### config.mk
export PLATFORM = sky130hd
export DESIGN_NAME = frog_collision_monitor
export DESIGN_NICKNAME = d
export VERILOG_FILES = /design/src/rtl/frog_collision_monitor_pkg.sv /design/src/rtl/frog_collision_monitor_hitbox_compare.sv /design/src/rtl/frog_collision_monitor.sv
export SDC_FILE = /design/constraint.sdc
export NUM_CORES = 1
export LEC_CHECK = 0
export ABC_AREA = 1
export BUFFER_PORTS_ARGS = -buffer_cell sky130_fd_sc_hd__buf_2
export CELL_PAD_IN_SITES_DETAIL_PLACEMENT = 0
export CELL_PAD_IN_SITES_GLOBAL_PLACEMENT = 1
export CORE_MARGIN = 2
export CORE_UTILIZATION = 35
export CTS_BUF_LIST = sky130_fd_sc_hd__clkbuf_2 sky130_fd_sc_hd__clkbuf_4 sky130_fd_sc_hd__clkbuf_8
export CTS_CLUSTER_DIAMETER = 60
export CTS_CLUSTER_SIZE = 16
export DETAILED_ROUTE_END_ITERATION = 7
export GPL_ROUTABILITY_DRIVEN = 0
export GPL_TIMING_DRIVEN = 0
export MAX_ROUTING_LAYER = met4
export PLACE_DENSITY_LB_ADDON = 0.08
export SLEW_MARGIN = 20
export SYNTH_ARGS = -nofsm -noshare
export SYNTH_HDL_FRONTEND = slang
export SYNTH_HIERARCHICAL = 1
export SYNTH_SLANG_ARGS = --single-unit
### constraint.sdc
create_clock -name i_Clk -period 1.8 [get_ports i_Clk]
set_clock_uncertainty 0.1 [all_clocks]
set_input_delay 0.09 -clock i_Clk [delete_from_list [all_inputs] [get_ports i_Clk]]
set_output_delay 0.09 -clock i_Clk [all_outputs]
set_load 0.05 [all_outputs]
### src/rtl/frog_collision_monitor_pkg.sv
// Shared definitions for the frog collision monitor: FSM states, screen and
// sprite geometry, lives width and a saturating lives increment helper.
package frog_collision_monitor_pkg;

  localparam int unsigned H_VISIBLE_AREA = 640;
  localparam int unsigned V_VISIBLE_AREA = 480;
  localparam int unsigned TILE_SIZE      = 32;
  localparam int unsigned LIVES_W        = 3;

  typedef enum logic [1:0] {
    ST_IDLE,
    ST_PLAYING,
    ST_GRACE,
    ST_GAME_OVER
  } state_e;

  // Add one life, holding at the ceiling.
  function automatic logic [LIVES_W-1:0] lives_sat_inc(
    input logic [LIVES_W-1:0] lives,
    input logic [LIVES_W-1:0] ceil
  );
    if (lives >= ceil) begin
      return ceil;
    end
    return lives + LIVES_W'(1);
  endfunction

endpackage

### src/rtl/frog_collision_monitor_hitbox_compare.sv
// Combinational test of whether the current scan pixel lies inside the frog's
// inset hitbox and inside the visible area. All sums are 11 bits so a frog
// near the right/bottom edge never wraps around to column/row 0.
module frog_hitbox_compare
  import frog_collision_monitor_pkg::*;
#(
  parameter int unsigned P_TILE_SIZE    = TILE_SIZE,
  parameter int unsigned P_HITBOX_INSET = 4,
  parameter int unsigned P_H_VISIBLE    = H_VISIBLE_AREA,
  parameter int unsigned P_V_VISIBLE    = V_VISIBLE_AREA
) (
  input  logic [9:0] i_H_Count,
  input  logic [9:0] i_V_Count,
  input  logic [9:0] i_Frog_X,
  input  logic [8:0] i_Frog_Y,
  output logic       o_In_Box
);

  logic [10:0] h_ext;
  logic [10:0] v_ext;
  logic [10:0] x_lo;
  logic [10:0] x_hi;
  logic [10:0] y_lo;
  logic [10:0] y_hi;

  // Hitbox bounds and in-box decision for the current scan pixel.
  always_comb begin
    h_ext    = {1'b0, i_H_Count};
    v_ext    = {1'b0, i_V_Count};
    x_lo     = {1'b0, i_Frog_X} + 11'(P_HITBOX_INSET);
    x_hi     = {1'b0, i_Frog_X} + 11'(P_TILE_SIZE - P_HITBOX_INSET);
    y_lo     = {2'b00, i_Frog_Y} + 11'(P_HITBOX_INSET);
    y_hi     = {2'b00, i_Frog_Y} + 11'(P_TILE_SIZE - P_HITBOX_INSET);
    o_In_Box = (h_ext >= x_lo) && (h_ext < x_hi) &&
               (v_ext >= y_lo) && (v_ext < y_hi) &&
               (h_ext < 11'(P_H_VISIBLE)) && (v_ext < 11'(P_V_VISIBLE));
  end

endmodule

### src/rtl/frog_collision_monitor.sv
// Frog collision detector and lives tracker. Latches frog/car overlap during
// a frame, evaluates it at the frame-end strobe and manages lives, grace
// period and game-over.
// Optional feature: define FROG_EXTRA_LIFE_EN to let i_Level_Up award lives.
module frog_collision_monitor
  import frog_collision_monitor_pkg::*;
#(
  parameter int unsigned C_LIVES_INI  = 3,
  parameter int unsigned C_LIVES_MAX  = 7,
  parameter int unsigned HITBOX_INSET = 4,
  parameter int unsigned GRACE_FRAMES = 60
) (
  input  logic               i_Clk,
  input  logic               i_Reset,
  input  logic               i_Game_Active,
  input  logic [9:0]         i_H_Count,
  input  logic [9:0]         i_V_Count,
  input  logic [9:0]         i_Frog_X,
  input  logic [8:0]         i_Frog_Y,
  input  logic               i_Car_Pixel,
  input  logic               i_Level_Up,
  output logic               o_Has_Collided,
  output logic               o_End_Game,
  output logic [LIVES_W-1:0] o_Lives
);

  localparam int unsigned GRACE_W = (GRACE_FRAMES < 1) ? 1 : $clog2(GRACE_FRAMES + 1);
  localparam logic [GRACE_W-1:0] GRACE_INIT = GRACE_W'(GRACE_FRAMES);
  localparam logic [LIVES_W-1:0] LIVES_INI  = LIVES_W'(C_LIVES_INI);
  localparam logic [LIVES_W-1:0] LIVES_MAX  = LIVES_W'(C_LIVES_MAX);

  state_e               state_q, state_d;
  logic [LIVES_W-1:0]   lives_q, lives_d;
  logic [GRACE_W-1:0]   grace_q, grace_d;
  logic                 latch_q, latch_d;
  logic                 has_collided_q, has_collided_d;

  logic                 in_box;
  logic                 frame_end;
  logic                 level_up;

  frog_hitbox_compare #(
    .P_TILE_SIZE    (TILE_SIZE),
    .P_HITBOX_INSET (HITBOX_INSET),
    .P_H_VISIBLE    (H_VISIBLE_AREA),
    .P_V_VISIBLE    (V_VISIBLE_AREA)
  ) u_hitbox (
    .i_H_Count (i_H_Count),
    .i_V_Count (i_V_Count),
    .i_Frog_X  (i_Frog_X),
    .i_Frog_Y  (i_Frog_Y),
    .o_In_Box  (in_box)
  );

`ifdef FROG_EXTRA_LIFE_EN
  // Level-up pulses are honoured as extra-life requests.
  always_comb begin
    level_up = i_Level_Up;
  end
`else
  logic unused_level_up;

  // Level-up has no effect on lives in this build.
  always_comb begin
    level_up        = 1'b0;
    unused_level_up = i_Level_Up;
  end
`endif

  // Frame-end strobe: first column of the first non-visible row.
  always_comb begin
    frame_end = (i_V_Count == 10'(V_VISIBLE_AREA)) && (i_H_Count == '0);
  end

  // State, lives, grace counter, overlap latch and hit pulse registers.
  always_ff @(posedge i_Clk) begin
    if (i_Reset) begin
      state_q        <= ST_IDLE;
      lives_q        <= LIVES_INI;
      grace_q        <= '0;
      latch_q        <= 1'b0;
      has_collided_q <= 1'b0;
    end else begin
      state_q        <= state_d;
      lives_q        <= lives_d;
      grace_q        <= grace_d;
      latch_q        <= latch_d;
      has_collided_q <= has_collided_d;
    end
  end

  // Next state plus lives/grace bookkeeping. Hit and level-up on the same
  // edge cancel in lives but still produce the hit pulse and a grace period.
  always_comb begin
    state_d        = state_q;
    lives_d        = lives_q;
    grace_d        = grace_q;
    has_collided_d = 1'b0;
    latch_d        = frame_end ? 1'b0 : (latch_q | (in_box & i_Car_Pixel));

    unique case (state_q)
      ST_IDLE: begin
        if (i_Game_Active) begin
          state_d = ST_PLAYING;
        end
      end

      ST_PLAYING: begin
        if (!i_Game_Active) begin
          state_d = ST_IDLE;
          grace_d = '0;
        end else if (frame_end && latch_q && (lives_q != '0)) begin
          has_collided_d = 1'b1;
          if (level_up) begin
            state_d = ST_GRACE;
            grace_d = GRACE_INIT;
          end else begin
            lives_d = lives_q - LIVES_W'(1);
            if (lives_q == LIVES_W'(1)) begin
              state_d = ST_GAME_OVER;
            end else begin
              state_d = ST_GRACE;
              grace_d = GRACE_INIT;
            end
          end
        end else if (level_up) begin
          lives_d = lives_sat_inc(lives_q, LIVES_MAX);
        end
      end

      ST_GRACE: begin
        if (!i_Game_Active) begin
          state_d = ST_IDLE;
          grace_d = '0;
        end else begin
          if (level_up) begin
            lives_d = lives_sat_inc(lives_q, LIVES_MAX);
          end
          if (frame_end) begin
            if (grace_q <= GRACE_W'(1)) begin
              grace_d = '0;
              state_d = ST_PLAYING;
            end else begin
              grace_d = grace_q - GRACE_W'(1);
            end
          end
        end
      end

      ST_GAME_OVER: begin
        if (!i_Game_Active) begin
          state_d = ST_IDLE;
          lives_d = LIVES_INI;
        end
      end

      default: begin
        state_d = ST_IDLE;
      end
    endcase
  end

  // Outputs: registered hit pulse, game-over level, lives count.
  always_comb begin
    o_Has_Collided = has_collided_q;
    o_End_Game     = (state_q == ST_GAME_OVER);
    o_Lives        = lives_q;
  end

endmodule
# [After elaboration in Yosys (flattened, before gate mapping)]
# Index checks and enable logic that the tools add are counted.
[totals] register_bits=13 inputBits=44 out_inout_bits=5 wordCells=74
[op_classes] addsub=6 n_lt_le_gt_ge=7 n_eq_ne=13 mux=21 bitwise=4 n_reduce_logical=18
[op_table] cell="2-to-1 mux 6 bit" count=6
[op_table] cell="greater-or-equal comparator 10 x 11 -> 1 bit" count=2
[op_table] cell="less-than comparator 10 x 11 -> 1 bit" count=2
[op_table] cell="2-to-1 mux 2 bit" count=7
[op_table] cell="inequality test 3 bit, second input constant" count=4
[op_table] cell="case mux 6 bit (2 select lines)" count=1
[op_table] cell="adder 10 x 3 -> 11 bit, second input constant" count=1
[op_table] cell="adder 10 x 5 -> 11 bit, second input constant" count=1
[op_table] cell="adder 9 x 3 -> 10 bit, second input constant" count=1
[op_table] cell="adder 9 x 5 -> 10 bit, second input constant" count=1
[op_table] cell="equality test 10 x 9 -> 1 bit, second input constant" count=1
[op_table] cell="logical NOT 10 bit" count=1
[op_table] cell="less-than comparator 10 bit, second input constant" count=1
[op_table] cell="less-than comparator 10 x 9 -> 1 bit, second input constant" count=1
[op_table] cell="2-to-1 mux 3 bit" count=3
[op_table] cell="logical AND 1 bit" count=8
[op_table] cell="inequality test 2 bit, second input constant" count=4
[op_table] cell="case mux 2 bit (4 select lines)" count=1
[op_table] cell="AND reduction 4 bit" count=2
[op_table] cell="less-or-equal comparator 6 x 1 -> 1 bit, second input constant" count=1
[op_table] cell="case mux 3 bit (2 select lines)" count=1
[op_table] cell="subtractor 6 x 1 -> 6 bit, second input constant" count=1
[op_table] cell="AND reduction 5 bit" count=1
[op_table] cell="equality test 2 bit, second input constant" count=2
[op_table] cell="other kinds (12)" count=15

# [Depth between registers and ports, before layout]
# Gate-level depths: netlist (run 1).
[logic_depth] word_depth=9 depth_mapped=18 depth_no_buf=18

# [Cells and area by module]
# Netlist (run 1), hierarchy kept.
[modules_own_cells] module="frog_hitbox_compare" n_inst=1 cells_per_inst=221 area_each_um2=1350.0 seq_area_each_um2=0.0
[modules_own_cells] module="frog_collision_monitor" n_inst=1 cells_per_inst=141 area_each_um2=878.3 seq_area_each_um2=260.2

# [Least setup slack after synthesis (run 1)]
# Ideal clock, no wire load.
[synth_timing] path_type="register to register" from="register lives_q[0], in the netlist o_Lives[0]" to="register grace_q[2]" setup_ns=0.115 t_arrival_ns=1.703 required_ns=1.585 setup_slack_ns=-0.118 stages_incl_launch_ff=11 n_path_buf=1 synth_period_minus_slack_ns=1.918 cell_sequence="dfxtp_1 inv_1 ha_1 ha_1 nor2_1 nand2_1 nand2_1 buf_6 nand3b_1 nand2_1 nor2_1"
[synth_via] elab_chain_len=4 word_cells_on_any_way=6 cone_classes="eq/ne (3); reduce/logical (3)"
[synth_lines] element="start: declaration" line="frog_collision_monitor.sv:33" rtl="logic [LIVES_W-1:0] lives_q, lives_d;"
[synth_lines] element="start signal: assignment" line="frog_collision_monitor.sv:85" rtl="lives_q <= lives_d;"
[synth_lines] element="nonzero test 3 bit" line="frog_collision_monitor.sv:112" rtl="end else if (frame_end && latch_q && (lives_q != '0)) begin"
[synth_lines] element="logical AND 1 bit" line="frog_collision_monitor.sv:112"
[synth_lines] element="inequality test 3 bit (no source line)"
[synth_lines] element="AND reduction 4 bit (no source line) *"
[synth_lines] element="end signal: assignment" line="frog_collision_monitor.sv:86" rtl="grace_q <= grace_d;"
[synth_lines] element="end: declaration" line="frog_collision_monitor.sv:34" rtl="logic [GRACE_W-1:0] grace_q, grace_d;"
# Every way passes the cells marked *; elsewhere a longest branch is shown, timed or not.
# A chain may end at the register's enable or synchronous reset.

# [Worst setup path after layout (run 1)]
[layout_timing] from="input port i_Frog_X[6]" to="register latch_q"
[layout_via] elab_chain_len=9 word_cells_on_any_way=11 cone_classes="add/sub (2); order compare (2); bitwise (2); reduce/logical (5)"
[layout_lines] element="start: declaration" line="frog_collision_monitor.sv:18" rtl="input logic [9:0] i_Frog_X,"
[layout_lines] element="adder 10 x 3 -> 11 bit or adder 10 x 5 -> 11 bit (tied branches)" line="frog_collision_monitor_hitbox_compare.sv:30, frog_collision_monitor_hitbox_compare.sv:31"
[layout_lines] element="greater-or-equal comparator 10 x 11 -> 1 bit or less-than comparator 10 x 11 -> 1 bit (tied branches)" line="frog_collision_monitor_hitbox_compare.sv:34" rtl="o_In_Box = (h_ext >= x_lo) && (h_ext < x_hi) &&"
[layout_lines] element="logical AND 1 bit * (2 in series)" line="frog_collision_monitor_hitbox_compare.sv:34"
[layout_lines] element="logical AND 1 bit * (2 in series)" line="frog_collision_monitor_hitbox_compare.sv:35" rtl="(v_ext >= y_lo) && (v_ext < y_hi) &&"
[layout_lines] element="logical AND 1 bit *" line="frog_collision_monitor_hitbox_compare.sv:36" rtl="(h_ext < 11'(P_H_VISIBLE)) && (v_ext < 11'(P_V_VISIBLE));"
[layout_lines] element="net in_box" line="frog_collision_monitor.sv:38" rtl="logic in_box;"
[layout_lines] element="bitwise AND 1 bit *" line="frog_collision_monitor.sv:99" rtl="latch_d = frame_end ? 1'b0 : (latch_q | (in_box & i_Car_Pixel));"
[layout_lines] element="bitwise OR 1 bit *" line="frog_collision_monitor.sv:99"
[layout_lines] element="end signal: assignment" line="frog_collision_monitor.sv:87" rtl="latch_q <= latch_d;"
[layout_lines] element="end: declaration" line="frog_collision_monitor.sv:35" rtl="logic latch_q, latch_d;"
# The timed path passes the listed nets; every way through them passes the cells marked *.

==> results of run 1 <==
## synth_stat cells
| cell | number | share of area (%) |
|---|---|---|
| a21boi_0 | 1 | 0.34 |
| a21o_1 | 2 | 0.67 |
| a21oi_1 | 22 | 4.9 |
| and2_0 | 1 | 0.28 |
| buf_6 | 1 | 0.51 |
| clkinv_1 | 3 | 0.51 |
| dfxtp_1 | 13 | 12 |
| ha_1 | 43 | 24 |
| inv_1 | 50 | 8.4 |
| inv_2 | 5 | 0.84 |
| nand2_1 | 100 | 17 |
| nand2_2 | 2 | 0.56 |
| nand2_4 | 1 | 0.51 |
| nand3_1 | 21 | 4.7 |
| nand3b_1 | 3 | 1.0 |
| nand4_1 | 3 | 0.84 |
| nor2_1 | 49 | 8.3 |
| nor2_2 | 3 | 0.84 |
| nor2_4 | 1 | 0.51 |
| nor3_1 | 4 | 0.90 |
| nor3_2 | 1 | 0.45 |
| nor4_2 | 1 | 0.56 |
| o211ai_1 | 2 | 0.67 |
| o21ai_0 | 4 | 0.90 |
| or2_2 | 1 | 0.28 |
| xnor2_1 | 11 | 4.3 |
| xor2_1 | 14 | 5.5 |
## final cells by class
cell class                 instances  area [µm²]
tap                               77        96.3
sequential                        13         265
fill                             673        3320
buffer                             1        11.3
inverter                          58         240
clock buffer                       4        48.8
multi-input combinational        290        1880
timing repair buffer              57         379
## metrics by stage
stage	setup TNS, ns	power (µW)	hold slack (ns)	cell area, µm²
final	0	1880	0.0258	2920
after CTS	-0.0165	1840	0.0659	2860
after global routing	-0.143	2100	0.0619	2920
after detailed placement	-0.455	1510	0.226	2630
after floorplan	-0.00880	1260	0.0591	2290
after global placement	-0.431	1510	0.220	2630
## metal layers
metal,up-vias,GRT usage (%),part of all wire (%)
li1,1265,-,-
met3,2,2.57,3.9
met5,-,-,0
met2,39,25.2,44
met1,940,21.3,52
met4,0,1.32,0.18
## power groups by stage
stage	Sequential (µW)	Clock, µW	Combinational (µW)
final	429	287	1160
after global routing	443	308	1350
after CTS	425	291	1130
after detailed placement	431	0	1080
after global placement	432	0	1080
after floorplan	422	0	835
## cell families after synthesis
| kind of cell | after synthesis | synth area share (%) |
|---|---|---|
| AO/OA/AOI/OAI | 31 | 7.52 |
| XOR/XNOR | 25 | 9.83 |
| adder cells (fa/ha/maj) | 43 | 24.1 |
| buffers and inverters | 59 | 10.3 |
| flip-flops | 13 | 11.7 |
| AND/OR/NAND/NOR | 191 | 36.6 |
## repair_timing
item | 4_1_cts | 5_1_grt
hold endpoints to repair | 3 | 0
pin swaps | 27 | 9
cloned | 0 | 0
setup buffers | 6 | 3
hold buffers | 1 | 0
resized for setup | 33 | 18
endpoints found under the setup margin | 1 | 6
## state kept, by name (all words and copies together) (netlist names)
register        count
grace_q             6
latch_q             1
o_Has_Collided      1
o_Lives             3
state_q             2
## critical path: cells and delay by family
family / cells / cell delay (ns)
and+or+nand+nor: 12 / 0.94
adders and majority gates: 1 / 0.30
buffers and inverters: 3 / 0.16
xor gates and xnor gates: 1 / 0.16
AOI/OAI and AO/OA: 1 / 0.14
## worst min path at each step
stage                      from    endpoint  slack, ns  cells past startpoint
finish              i_Car_Pixel     latch_q       0.03                      3
floorplan               i_Reset  o_Lives[2]       0.06                      1
CTS                 i_Car_Pixel     latch_q       0.07                      3
global route        i_Car_Pixel     latch_q       0.06                      3
detailed placement      i_Reset  o_Lives[2]       0.23                      2
global placement        i_Reset  o_Lives[2]       0.22                      2
==> flow_summary.ini, run 1 <==
[critical_path]
crit_path_top_delay_cell = ha_1
crit_path_max_fanout = 2
cp_data_arrival_time_ns = 1.81
rr_worst_depth = 11
startpoint_type = input port
end_kind = flip-flop
crit_chain = buf_12 -> nand2_8 -> nor4_4 -> nand2_1 -> xor2_1 -> ha_1 -> nand2_1 -> inv_1 -> nand2_1 -> nand2_1 -> nand2_1 -> inv_1 -> nor2_1 -> nand2_1 -> nand3_1 -> nor2_1 -> a21oi_2 -> nor3_2
worst_ep_required_time_ns = 1.84
cpMostUsedCell = nand2_1
reg2reg_to = state_q[1]
timing_worst_setup_path_type = in2reg
critPathMaxStageDelay_ns = 0.30
r2r-start = grace_q[0]
reg2reg_slack_ns = 0.13
setup.worst_path.start = i_Frog_X[6]
endpoint = latch_q

[cts]
cts.sinks = 13
cts_tree = done
root_buffer = clkbuf_8
cts_buffers = 3
cts_buffer_depth = 2
cts.reportedPaths.clkPinSlew_ns = 0.06
insertion_delay_ns = 0.25
cts-htree-levels = 1

[cells_and_area]
syn2layout_area_growth_pct = 31.2
final_cell_count_no_fill = 500
final_common_cell = nand2_1
drive_gt1_share_pct = 25.3
final_cell_mix = 95 x nand2_1, 46 x nor2_1, 44 x inv_1, 39 x buf_2, 38 x ha_1
antenna_cells = 0
final_util_pct = 46.9
finalNetCount = 511

[hold_path]
hp-class = in2reg

[pwr]
power.density_nw_per_um2 = 643
vdd.ir_drop.worst_mv = 0.648
intPower_uw = 1020
switching_share_pct = 45.5
leakagePower_uw = 0.00154
comb_power_share_pct = 61.9
pwr-share-clk_pct = 15.3
power_switching_uw = 855
seqPwrFrac_pct = 22.8

[detailed_routing]
routed_wl_um = 5110
drc = 0
ant_nets = 0
vias = 2246
post_drt_wl_per_cell_um = 10.2
firstDrtPassIters = 4
via_per_inst = 4.49
drtIter0Drc = 51

[placement]
pre_cts_slack_ns = -0.455
dp_hpwl_um = 4320
place_inst = 486
portBuffers = 47

[floorplan]
dieArea_um2 = 7020
fp.coreArea_um2 = 6240
start_util_pct = 35.7
die_w_um = 83.8
ioPinCount = 49
core.rowCount = 29
die_y_um = 83.8

[sta]
fmax_ghz = 0.563
finalCriticalPeriod_ns = 1.78
setup_viol = 0
fin_ws_ns = 0.0238
hold_viol_final = 0
max-slew-margin-rel_pct = 73.9
maxSlewViolCount = 0
max_slew.worst_pin.slew_ns = 0.389
rsz0062_at_grt = true
fin_crit_sh_pct = 98.7

[global_routing]
grt_overflow = 0
groute.usage.overall_pct = 15.6
grt_antenna_before_repair = 0
grt_max_degree = 11
grt_pass1_vias = 2140
grt_pass1_wl_um = 9110

[logic_synthesis]
synth_area_um2 = 2230
synth_fp_nets = 449
synth-seq-cells = 13
synthCells = 362
synth_warnings = 6
syn_area_per_cell_um2 = 6.16
ys_types = 27
seq_area_frac_synth_pct = 11.7

[outcome]
outcome = finished, final reports clean

[flow_run]
cap_viol_max_count = 0
No activity file was read; power rests on OpenSTA's default activity.
==> run 2, diff against run 1 <==
--- a/config.mk
+++ b/config.mk
@@ -10,7 +10,7 @@
 export CELL_PAD_IN_SITES_DETAIL_PLACEMENT = 0
 export CELL_PAD_IN_SITES_GLOBAL_PLACEMENT = 1
 export CORE_MARGIN = 2
-export CORE_UTILIZATION = 35
+export CORE_UTILIZATION = 39
 export CTS_BUF_LIST = sky130_fd_sc_hd__clkbuf_2 sky130_fd_sc_hd__clkbuf_4 sky130_fd_sc_hd__clkbuf_8
 export CTS_CLUSTER_DIAMETER = 60
 export CTS_CLUSTER_SIZE = 16
==> constraint.sdc (replaced) <==
create_clock -name i_Clk -period 2 [get_ports i_Clk]
set_clock_uncertainty 0.1 [all_clocks]
set_input_delay 0.1 -clock i_Clk [delete_from_list [all_inputs] [get_ports i_Clk]]
set_output_delay 0.1 -clock i_Clk [all_outputs]
set_load 0.05 [all_outputs]
==> run 2 against run 1 <==
  * Die area is 9.8% lower
  * Register-to-register slack gained 0.07 ns
  * Sequential share of layout area rose by 0.38 points
  * Worst setup slack better by 0.13 ns
  * Combinational power shrank 14%
  * Global-route usage rose by 1.9 points
  * Wire length shrank 0.14%
  * Largest power group unchanged
  * Highest routed layer unchanged
==> flow_summary.ini, run 2 (synthesized netlist as in run 1, its figures left out) <==
[outcome]
outcome = finished, final reports clean

[cts]
cts.sinks = 13
insertion_delay_ns = 0.24
cts.reportedPaths.clkPinSlew_ns = 0.06
root_buffer = clkbuf_8
cts_tree = done
cts-htree-levels = 1
cts_buffer_depth = 2
cts_buffers = 3

[sta]
finalCriticalPeriod_ns = 1.84
fmax_ghz = 0.542
max-slew-margin-rel_pct = 74.1
max_slew.worst_pin.slew_ns = 0.386
whs_ns = 0.0604
rsz0062_at_grt = true
fin_ws_ns = 0.155
fin_crit_sh_pct = 92.2
hold_viol_final = 0
setup_tns_ns = 0
maxSlewViolCount = 0
setup_viol = 0

[detailed_routing]
routed_wl_um = 5100
drc = 0
drtIter0Drc = 43
via_per_inst = 4.60
vias = 2244
ant_nets = 0
post_drt_wl_per_cell_um = 10.4
firstDrtPassIters = 4

[critical_path]
r2r-start = grace_q[0]
cp_data_arrival_time_ns = 1.91
crit_path_top_delay_cell = ha_1
path_buf_inv = 3
setup.worst_path.start = i_Frog_X[2]
startpoint_type = input port
worst_ep_required_time_ns = 2.07
timing_worst_setup_path_type = in2reg
path_delay_family = simple AND/OR/NAND/NOR gates
end_kind = flip-flop
crit_path_max_fanout = 5
critPathMaxStageDelay_ns = 0.31
crit_chain = buf_12 -> inv_8 -> nor4_4 -> nand2_1 -> xor2_1 -> ha_1 -> nand2_1 -> inv_2 -> nand2_2 -> nor2_2 -> nand2_1 -> nand2_1 -> nand3_1 -> nor2_1 -> a21oi_1 -> nor3_1
cpMostUsedCell = nand2_1

[cells_and_area]
fillCellCount = 592
antenna_cells = 0
final_cell_mix = 97 x nand2_1, 47 x inv_1, 46 x nor2_1, 43 x buf_2, 40 x ha_1
syn2layout_area_growth_pct = 23.6
largest_reg_flops = 6
finalNetCount = 504
drive_gt1_share_pct = 21.2
regMostFlops = grace_q
final_common_cell = nand2_1

[floorplan]
start_util_pct = 40.5
die_y_um = 79.6
core.rowCount = 27
dieArea_um2 = 6330
die_w_um = 79.6
ioPinCount = 49
fp.coreArea_um2 = 5510

[pwr]
power.density_nw_per_um2 = 593
leakagePower_uw = 0.00148
p_total_uw = 1630
vdd.ir_drop.worst_mv = 0.381

[placement]
portBuffers = 47
dp_hpwl_um = 4240
pre_cts_slack_ns = -0.335

[global_routing]
groute.usage.overall_pct = 17.4
grt_overflow = 0
grt_pass1_wl_um = 8910
grt_max_degree = 11
grt_pass1_vias = 2117
grt_antenna_before_repair = 0

[flow_run]
cap_viol_max_count = 0

[hold_path]
hp-class = in2reg
hold_start = i_Car_Pixel
[run 2: final timing paths]
path	slack, ns	depth (start not counted)	endpoint
hold / removal	0.06	3	latch_q
hold reg to reg	0.41	2	latch_q
setup reg to reg	0.20	11	state_q[1]
setup / recovery	0.16	16	latch_q
[run 2: report_power, final]
part	leakage (µW)	internal, µW	switching [µW]
sequential	0.000107	320	62.5
combinational	0.00134	405	593
clock	0.0000262	154	99.5
total	0.00148	879	755
[run 2: cell type report]
class | count | area (µm²) | area share, %
Multi-Input combinational cell | 290 | 1830 | 66.3
Timing Repair Buffer | 50 | 287 | 10.4
Sequential cell | 13 | 260 | 9.45
Inverter | 58 | 230 | 8.36
Tap cell | 72 | 90.1 | 3.27
Clock buffer | 4 | 48.8 | 1.77
Buffer | 1 | 11.3 | 0.409
[run 2: stage by stage]
| stage | std cells | area [µm²] | utilization (%) |
|---|---|---|---|
| finish | 488 | 2750 | 50.0 |
| global route | 488 | 2750 | 50.0 |
| CTS | 486 | 2620 | 47.6 |
| detailed placement | 481 | 2550 | 46.4 |
| global placement | 481 | 2550 | 46.4 |
| floorplan | 362 | 2230 | - |
[run 2: tightest hold or removal path, cell delays in order]
cell and delay (ns):
buf_2 0.08, a21oi_1 0.05, nor3_1 0.11
[run 2: metal layers]
layer	share of wire (%)	track usage, %
met2	43	28.6
met3	4.3	3.05
met1	53	23.8
met5	0	-
met4	0.24	0.517
[run 2: repair_timing]
action                                  CTS  global route
pin swaps                                 0            15
endpoints found under the hold margin     3             0
resized for setup                         3            34
endpoints found under the setup margin    1             1
setup buffers                             0             2
hold buffers                              1             0
==> run 3, diff against run 2 <==
--- a/config.mk
+++ b/config.mk
@@ -9,6 +9,7 @@
 export BUFFER_PORTS_ARGS = -buffer_cell sky130_fd_sc_hd__buf_2
 export CELL_PAD_IN_SITES_DETAIL_PLACEMENT = 0
 export CELL_PAD_IN_SITES_GLOBAL_PLACEMENT = 1
+export CORE_ASPECT_RATIO = 0.5
 export CORE_MARGIN = 2
 export CORE_UTILIZATION = 39
 export CTS_BUF_LIST = sky130_fd_sc_hd__clkbuf_2 sky130_fd_sc_hd__clkbuf_4 sky130_fd_sc_hd__clkbuf_8
==> run 3 against run 2 <==
  * Worst hold slack worse by 0.017 ns
  * Cell count up 1.0%
  * Wire length up 4.9%
  * Clock-buffer cell count unchanged
  * Clock power about the same
  * Critical path depth unchanged
  * Utilization up 1.8 points
  * Die area up 0.58%
  * First-iteration DRC count up 95%
  * Sequential power about the same
  * Critical endpoint unchanged
==> flow_summary.ini, run 3 (synthesized netlist as in run 1, its figures left out) <==
[outcome]
outcome = finished, final reports clean

[flow_run]
cap_viol_max_count = 0

[floorplan]
start_util_pct = 40.6
die_w_um = 111
ioPinCount = 49
fp.coreArea_um2 = 5490
die_y_um = 57.5
dieArea_um2 = 6370
core.rowCount = 19

[pwr]
leakagePower_uw = 0.00151
pwr-share-clk_pct = 15.5
seqPwrFrac_pct = 23.2
power.density_nw_per_um2 = 582
vdd.ir_drop.worst_mv = 0.652
comb_power_share_pct = 61.3
power_switching_uw = 766
switching_share_pct = 46.3
intPower_uw = 890

[critical_path]
reg2reg_to = state_q[1]
cp_data_arrival_time_ns = 1.96
timing_worst_setup_path_type = in2reg
path_delay_family = simple AND/OR/NAND/NOR gates
crit_path_top_delay_cell = ha_1
startpoint_type = input port
critPathMaxStageDelay_ns = 0.31
rr_worst_depth = 11
crit_chain = buf_2 -> inv_2 -> nor3_4 -> nand3_1 -> xor2_1 -> ha_1 -> nand2_1 -> nor2_2 -> nand3_1 -> nand3_1 -> nand2_1 -> clkinv_1 -> nand3_2 -> nor2_4 -> a21oi_2 -> nor3_1
cpMostUsedCell = nand3_1
crit_path_max_fanout = 3
reg2reg_slack_ns = 0.21
worst_ep_required_time_ns = 2.07
r2r-start = grace_q[0]
path_buf_inv = 3
end_kind = flip-flop
crit_cells = 16

[detailed_routing]
post_drt_wl_per_cell_um = 10.8
drtIter0Drc = 84
ant_nets = 0
routed_wl_um = 5350
vias = 2332
firstDrtPassIters = 4
via_per_inst = 4.73
drc = 0

[cells_and_area]
drive_gt1_share_pct = 23.3
final_common_cell = nand2_1
regMostFlops = grace_q
final_cell_mix = 97 x nand2_1, 45 x inv_1, 45 x nor2_1, 42 x buf_2, 39 x ha_1
antenna_cells = 0
final_util_pct = 51.9
syn2layout_area_growth_pct = 27.8
largest_reg_flops = 6
finalNetCount = 508

[sta]
fin_ws_ns = 0.114
setup_viol = 0
hold_viol_final = 0
finalCriticalPeriod_ns = 1.89
rsz0062_at_grt = true
maxSlewViolCount = 0
fin_crit_sh_pct = 94.3
fmax_ghz = 0.530
max_slew.worst_pin.slew_ns = 0.389
max-slew-margin-rel_pct = 73.8

[placement]
pre_cts_slack_ns = -0.445
dp_hpwl_um = 4370
portBuffers = 47

[cts]
cts.sinks = 13
cts_tree = done
cts-htree-levels = 1
cts_buffers = 3
insertion_delay_ns = 0.25
root_buffer = clkbuf_8
cts_buffer_depth = 2
cts.reportedPaths.clkPinSlew_ns = 0.06

[global_routing]
grt_antenna_before_repair = 0
grt_overflow = 0
grt_max_degree = 11
grt_pass1_wl_um = 8960
groute.usage.overall_pct = 17.3
grt_pass1_vias = 2166

[hold_path]
hp-class = in2reg
worstHoldEndpoint = latch_q
holdPathStages = 3
hold_start = i_Car_Pixel
run 3: cell types whose count changed in the layout (fill, tap and decap cells not counted), sizes merged:
cell / previous run / this run
clkbuf: 5 / 4
buf: 49 / 54
run 3: area by class of cell:
cell class,instances,area [µm²]
plain buffers,1,11.3
clock buffers,4,48.8
fillers,578,2640
inverters,58,230
multi-input cells,290,1880
flip-flops and latches,13,260
well taps,73,91.3
repair buffers,54,327
run 3: how the worst max path moves through the flow:
stage,from,endpoint
2_1_floorplan,o_Lives[0],grace_q[2]
3_3_place_gp,i_Frog_Y[4],latch_q
3_5_place_dp,i_Frog_Y[4],latch_q
4_1_cts,i_Frog_X[5],latch_q
5_1_grt,i_Frog_Y[3],latch_q
6_report,i_Frog_Y[3],latch_q
run 3: per-stage QoR:
step / instance area (µm²) / total power [µW] / hold slack, ns / TNS, ns / cells
CTS: 2650 / 1630 / 0.0634 / 0 / 488
finish: 2850 / 1660 / 0.0437 / 0 / 493
global placement: 2550 / 1320 / 0.227 / -0.402 / 482
floorplan: 2230 / 1120 / 0.0691 / 0 / 362
detailed placement: 2550 / 1350 / 0.237 / -0.445 / 482
global route: 2850 / 1840 / 0.0700 / -0.0414 / 493
run 3: power groups by stage:
stage / Sequential, µW / Clock (µW) / Combinational (µW)
3_3_place_gp: 387 / 0 / 937
4_1_cts: 382 / 265 / 980
5_1_grt: 394 / 274 / 1180
6_report: 384 / 257 / 1010
2_1_floorplan: 380 / 0 / 741
3_5_place_dp: 387 / 0 / 966
run 3: metal layers:
metal | vias up | global-route usage [%] | routed length (µm)
met2 | 31 | 31.9 | 2590
met1 | 1035 | 20.9 | 2570
met5 | - | - | 0
met3 | 7 | 1.49 | 132
li1 | 1259 | - | -
met4 | 0 | 4.29 | 57
run 3: worst register-to-register path, cell delays in order (launching register included):
cell,delay (ns)
dfxtp_1,0.38
inv_1,0.08
ha_1,0.23
or2_2,0.30
nand3_1,0.08
nand2_2,0.09
o211ai_1,0.12
inv_2,0.07
nand2_1,0.09
nand2_1,0.05
nand2_1,0.05
nor2_1,0.04
run 3: repair_timing:
item                       in CTS  in global routing
pin swaps                       1                 23
setup buffers                   1                  5
resized for setup               8                 42
hold endpoints to repair        3                  0
setup endpoints to repair       1                  1
gates cloned                    0                  0
hold buffers                    1                  0
